==> config.mk <==
export PLATFORM = sky130hd
export DESIGN_NAME = dsp_result_collector
export DESIGN_NICKNAME = d
export VERILOG_FILES = /design/src/rtl/dsp_result_collector.sv
export SDC_FILE = /design/constraint.sdc
export NUM_CORES = 1
export LEC_CHECK = 0
export ABC_AREA = 1
export CAP_MARGIN = 20
export CELL_PAD_IN_SITES_DETAIL_PLACEMENT = 1
export CELL_PAD_IN_SITES_GLOBAL_PLACEMENT = 2
export CORE_MARGIN = 5
export CORE_UTILIZATION = 42
export DETAILED_ROUTE_END_ITERATION = 10
export GPL_ROUTABILITY_DRIVEN = 0
export MAX_ROUTING_LAYER = met4
export PLACE_DENSITY_LB_ADDON = 0.1
export SLEW_MARGIN = 30
export SYNTH_ARGS = -nofsm -noshare
export SYNTH_HDL_FRONTEND = slang
export SYNTH_SLANG_ARGS = --single-unit
==> constraint.sdc <==
create_clock -name clk -period 5.7 [get_ports clk]
set_clock_uncertainty 0.05 [all_clocks]
set_input_delay 1.14 -clock clk [delete_from_list [all_inputs] [get_ports clk]]
set_output_delay 1.14 -clock clk [all_outputs]
set_load 0.05 [all_outputs]
==> src/rtl/dsp_result_collector.sv <==
// Captures DSP_top results at the predicted latency, tags them in issue order and buffers them in a FIFO.
// Optional drop counter enabled by defining DSP_COLLECT_DROPCNT_EN.
module dsp_result_collector #(
    parameter int unsigned WIDTH            = 16,
    parameter int unsigned PIPE_STAGE_WIDTH = 2,
    parameter int unsigned BASE_LATENCY     = 1,
    parameter int unsigned FIFO_DEPTH       = 8,
    parameter int unsigned TAG_WIDTH        = 4
) (
    input  logic                        clk,
    input  logic                        rst,
    input  logic                        start,
    input  logic [1:0]                  mode,
    input  logic                        mac,
    input  logic [PIPE_STAGE_WIDTH-1:0] pipe_stages,
    input  logic [2*WIDTH-1:0]          dsp_out,
    output logic                        res_valid,
    input  logic                        res_ready,
    output logic [2*WIDTH-1:0]          res_data,
    output logic [TAG_WIDTH-1:0]        res_tag,
    output logic [2:0]                  res_mode,
    output logic                        busy,
`ifdef DSP_COLLECT_DROPCNT_EN
    output logic [7:0]                  drop_count,
`endif
    output logic                        overflow,
    output logic                        cfg_err
);

    localparam int unsigned DW         = 2 * WIDTH;
    localparam int unsigned LINE_DEPTH = BASE_LATENCY + (2 ** PIPE_STAGE_WIDTH) - 1;
    localparam int unsigned LIDX_W     = (LINE_DEPTH > 1) ? $clog2(LINE_DEPTH) : 1;
    localparam int unsigned PTR_W      = $clog2(FIFO_DEPTH);
    localparam int unsigned CNT_W      = PTR_W + 1;

    // In-flight line: one entry per cycle since issue
    logic                 line_valid   [LINE_DEPTH];
    logic [TAG_WIDTH-1:0] line_tag     [LINE_DEPTH];
    logic [2:0]           line_meta    [LINE_DEPTH];
    logic                 line_valid_n [LINE_DEPTH];
    logic [TAG_WIDTH-1:0] line_tag_n   [LINE_DEPTH];
    logic [2:0]           line_meta_n  [LINE_DEPTH];

    logic [DW-1:0]        fifo_data [FIFO_DEPTH];
    logic [TAG_WIDTH-1:0] fifo_tag  [FIFO_DEPTH];
    logic [2:0]           fifo_meta [FIFO_DEPTH];
    logic [PTR_W-1:0]     wr_ptr;
    logic [PTR_W-1:0]     rd_ptr;
    logic [CNT_W-1:0]     count;
    logic [CNT_W-1:0]     count_n;

    logic [TAG_WIDTH-1:0]        tag_cnt;
    logic [PIPE_STAGE_WIDTH-1:0] ps_q;
    logic [LIDX_W-1:0]           tap_idx;
    logic                        tap_valid;
    logic                        cfg_change;
    logic                        push;
    logic                        pop;
    logic                        full;
    logic                        push_ok;
    logic                        drop;
    logic                        busy_n;

    // Tap selection, flush detection and FIFO handshake decode
    always_comb begin
        tap_idx    = LIDX_W'(BASE_LATENCY - 1) + LIDX_W'(pipe_stages);
        tap_valid  = line_valid[tap_idx];
        cfg_change = busy && (pipe_stages != ps_q);
        push       = tap_valid && !cfg_change;
        pop        = res_valid && res_ready;
        full       = (count == CNT_W'(FIFO_DEPTH));
        push_ok    = push && (!full || pop);
        drop       = push && full && !pop;

        count_n = count;
        if (push_ok && !pop) begin
            count_n = count + CNT_W'(1);
        end else if (!push_ok && pop) begin
            count_n = count - CNT_W'(1);
        end
    end

    // Next state of the in-flight line; entries past the tap retire so busy drops after capture
    always_comb begin
        busy_n = 1'b0;
        for (int i = 0; i < int'(LINE_DEPTH); i++) begin
            line_valid_n[i] = 1'b0;
            line_tag_n[i]   = '0;
            line_meta_n[i]  = '0;
        end
        line_valid_n[0] = start;
        line_tag_n[0]   = tag_cnt;
        line_meta_n[0]  = {mac, mode};
        for (int i = 1; i < int'(LINE_DEPTH); i++) begin
            line_valid_n[i] = line_valid[i-1] && (LIDX_W'(i - 1) < tap_idx);
            line_tag_n[i]   = line_tag[i-1];
            line_meta_n[i]  = line_meta[i-1];
        end
        if (cfg_change) begin
            for (int i = 0; i < int'(LINE_DEPTH); i++) begin
                line_valid_n[i] = 1'b0;
            end
        end
        for (int i = 0; i < int'(LINE_DEPTH); i++) begin
            busy_n = busy_n | line_valid_n[i];
        end
    end

    always_ff @(posedge clk) begin
        if (rst) begin
            for (int i = 0; i < int'(LINE_DEPTH); i++) begin
                line_valid[i] <= 1'b0;
                line_tag[i]   <= '0;
                line_meta[i]  <= '0;
            end
            busy    <= 1'b0;
            tag_cnt <= '0;
            ps_q    <= '0;
        end else begin
            for (int i = 0; i < int'(LINE_DEPTH); i++) begin
                line_valid[i] <= line_valid_n[i];
                line_tag[i]   <= line_tag_n[i];
                line_meta[i]  <= line_meta_n[i];
            end
            busy <= busy_n;
            ps_q <= pipe_stages;
            if (start) begin
                tag_cnt <= tag_cnt + TAG_WIDTH'(1);
            end
        end
    end

    // Result FIFO with registered valid: a push into an empty FIFO shows up one cycle later
    always_ff @(posedge clk) begin
        if (rst) begin
            for (int i = 0; i < int'(FIFO_DEPTH); i++) begin
                fifo_data[i] <= '0;
                fifo_tag[i]  <= '0;
                fifo_meta[i] <= '0;
            end
            wr_ptr    <= '0;
            rd_ptr    <= '0;
            count     <= '0;
            res_valid <= 1'b0;
        end else begin
            if (push_ok) begin
                fifo_data[wr_ptr] <= dsp_out;
                fifo_tag[wr_ptr]  <= line_tag[tap_idx];
                fifo_meta[wr_ptr] <= line_meta[tap_idx];
                wr_ptr            <= wr_ptr + PTR_W'(1);
            end
            if (pop) begin
                rd_ptr <= rd_ptr + PTR_W'(1);
            end
            count     <= count_n;
            res_valid <= (count_n != '0);
        end
    end

    always_comb begin
        res_data = fifo_data[rd_ptr];
        res_tag  = fifo_tag[rd_ptr];
        res_mode = fifo_meta[rd_ptr];
    end

    // Sticky error flags
    always_ff @(posedge clk) begin
        if (rst) begin
            overflow <= 1'b0;
            cfg_err  <= 1'b0;
        end else begin
            if (drop) begin
                overflow <= 1'b1;
            end
            if (cfg_change) begin
                cfg_err <= 1'b1;
            end
        end
    end

`ifdef DSP_COLLECT_DROPCNT_EN
    // Saturating count of results lost to a full FIFO
    always_ff @(posedge clk) begin
        if (rst) begin
            drop_count <= '0;
        end else if (drop && (drop_count != 8'hFF)) begin
            drop_count <= drop_count + 8'd1;
        end
    end
`endif

endmodule

==> summary.md <==
| Metric | Value |
|---|---|
| Synthesized netlist cell count | 1566 |
| Post-DRT Antenna Nets | 0 |
| Syn-to-layout area delta | 15.1% |
| Setup_tns | 0 ps |
| Post-Layout Cell Count | 2154 |
| CP max stage cell | clkdlybuf4s50_1 |
| Die width | 204 um |
| CP peak stage delay | 850 ps |
| Commonest non-fill, non-tap cell in the layout | nor2_1 |
| Final Util | 48.7% |
| H-tree lvl count | 2 |
| Via-to-Cell Ratio | 5.27 |
| Grt ovf | 0 |
| Ant diodes | 0 |
| Max Clock Freq | 0.201 GHz |
| Fin. Hold Viols | 0 |
| Mapped Nets | 1613 |
| Initial DRC count | 885 |
| Commonest non-fill, non-tap cells in the layout | nor2_1 (638), edfxtp_1 (312), o21ai_0 (174) |
| Slew margin rel. | 39.1% |
| Synthesized area per cell | 10.1 um2 |
| Syn Std Cell Area | 15800 um2 |
| #FFs+latches synth | 367 |
| Boundary Pins | 84 |
| Clk root buf | clkbuf_16 |
| Drt first pass iters | 5 |
| Slew Limit Fails | 0 |
| Vias | 11353 |
| P_leak | 7.00 nW |
| Clk buf depth | 3 |
| Worst vdd ir | 227 uV |
| Die Footprint | 41700 um2 |
| Initial Utilization | 42.3% |
| Drt wl/cell | 19.9 um |
| Total GRT Usage | 21.2% |
| Worst slew pin tran | 913 ps |
| Cell Pwr Density | 374 nW/um2 |
| First-pass GRT wire length | 67800 um |
| CTS Buf Count | 41 |
| Post-DP HPWL | 25200 um |
| Max Cap Viol | 0 |
| Worst path bufs/invs | 3 |
| Pin count of the biggest net entering global routing | 79 |
| Area contributors post-synth | edfxtp_1 (59%), nor2_1 (15%), dfxtp_1 (7.0%) |
| Antenna violations before repair | 0 |
| Vias in the first global route | 11915 |
| Clock Latency Late Sink | 520 ps |
| CP Class | reg2out |
| Cts hold-fix bufs | 0 |
| Remaining DRCs | 0 |
| Yosys top cell by area | edfxtp_1 |
| CP Launch Type | register |
| Synth top area share | 59.2% |
| Final critical-path required period | 4960 ps |
| Setup slack, reg-to-reg | 2480 ps |
| Core Rows | 71 |
| Die Y | 204 um |
| CTS tree | built |
| Worst EP arrival | 3770 ps |
| WP data required | 4510 ps |
| Top delay family on crit path | buffers and inverters |
| Port bufs | 83 |
| Setup violations, final | 0 |
| Ys Warns | 0 |
| Fraction of layout cells with a size suffix above 1 | 6.70% |
| Post-CTS resize count | 0 |
| RSZ-0062 raised after global routing | no |
| CP max FO | 67 |
| Hold Crit Class | reg2reg |
| Worst-path clk slew | 60 ps |
| Clock Sinks | 367 |
| Nets | 1661 |
| Core outline area | 37400 um2 |
| Post-synth cell types | 32 |
| Post-CTS setup buffers | 0 |
| Cells along the critical path | inv_4 > buf_4 > o21ai_0 > o22ai_1 > nor2_1 > a31oi_1 > clkdlybuf4s50_1 |
| Period utilization | 87.1% |
| Setup crit end kind | output pin |
| Final wirelength | 42900 um |
| Outcome | finished clean |
| Placed insts | 2082 |
| Sequential area share after synthesis | 66.2% |
-- layout make-up --
class / count / area, um2
fillers: 4123 / 19200
clock buffers: 53 / 1110
repair buffers: 109 / 1060
multi-input cells: 1010 / 4460
flip-flops and latches: 367 / 10500
well taps: 511 / 639
clock inverters: 19 / 146
inverters: 85 / 327
-- per-layer routing --
| layer | track usage, % | part of all wire [%] |
|---|---|---|
| met5 | - | 0 |
| met4 | 4.21 | 1.6 |
| met3 | 2.44 | 3.9 |
| met2 | 35.3 | 49 |
| met1 | 28.7 | 45 |
-- cell usage after synthesis (all sizes together) --
cell    instances
a21oi          23
a31oi          40
a41oi           1
buf            38
clkbuf         66
clkinv          1
dfxtp          55
edfxtp        312
ha              6
inv            84
nand2          60
nand3          16
nand4           4
nor2          639
nor3            1
nor4            1
o211ai          1
o21a            1
o21ai         174
o22ai          39
xnor2           1
xor2            3
-- cells by family (layout without fill, tap and decap cells) --
logic type / Yosys count / after routing / share of synthesized area (%)
xor gates and xnor gates: 4 / 4 / 0.221
AOI/OAI and AO/OA: 279 / 279 / 9.50
DFF: 367 / 367 / 66.2
buffers and inverters: 189 / 266 / 5.80
and+or+nand+nor: 721 / 721 / 17.8
adders and majority gates: 6 / 6 / 0.474
-- path summary, 6_finish.rpt --
kind / startpoint / endpoint / depth (start not counted)
hold reg to reg: line_tag[2][2] / line_tag[3][2] / 2
setup reg to reg: count[0] / fifo_data[1][1] / 8
hold / removal: line_tag[2][2] / line_tag[3][2] / 2
setup / recovery: register / res_data[14] / 7
-- worst min-delay path: cells and delay by family, from the launching register on --
kind	cells	cell delay [ps]
buf+inv	1	60
flops	1	290
simple gates	1	40
-- report_power, final --
group          internal (mW)  switching (mW)  leakage [nW]
clock network           1.47            1.05         0.610
logic                  0.357           0.852          2.71
registers               3.03          0.0692          3.67
-- registers in the layout, indices dropped and copies added (netlist names), 3 cells and up, named ones only --
register and cells:
count 4, fifo_data 256, fifo_meta 24, fifo_tag 32
line_meta 12, line_tag 16, line_valid 4, rd_ptr 3
tag_cnt 4, wr_ptr 3
-- through the flow --
step / total power [mW] / setup WS [ps] / hold slack (ps) / cell area (um2)
CTS: 6.88 / 705 / 372 / 18200
detailed placement: 4.38 / 778 / 367 / 17000
global route: 7.11 / 467 / 391 / 18200
finish: 6.82 / 735 / 370 / 18200
global placement: 4.36 / 890 / 359 / 17000
floorplan: 3.94 / 2150 / 353 / 15800
(Power assumes the default switching activity.)
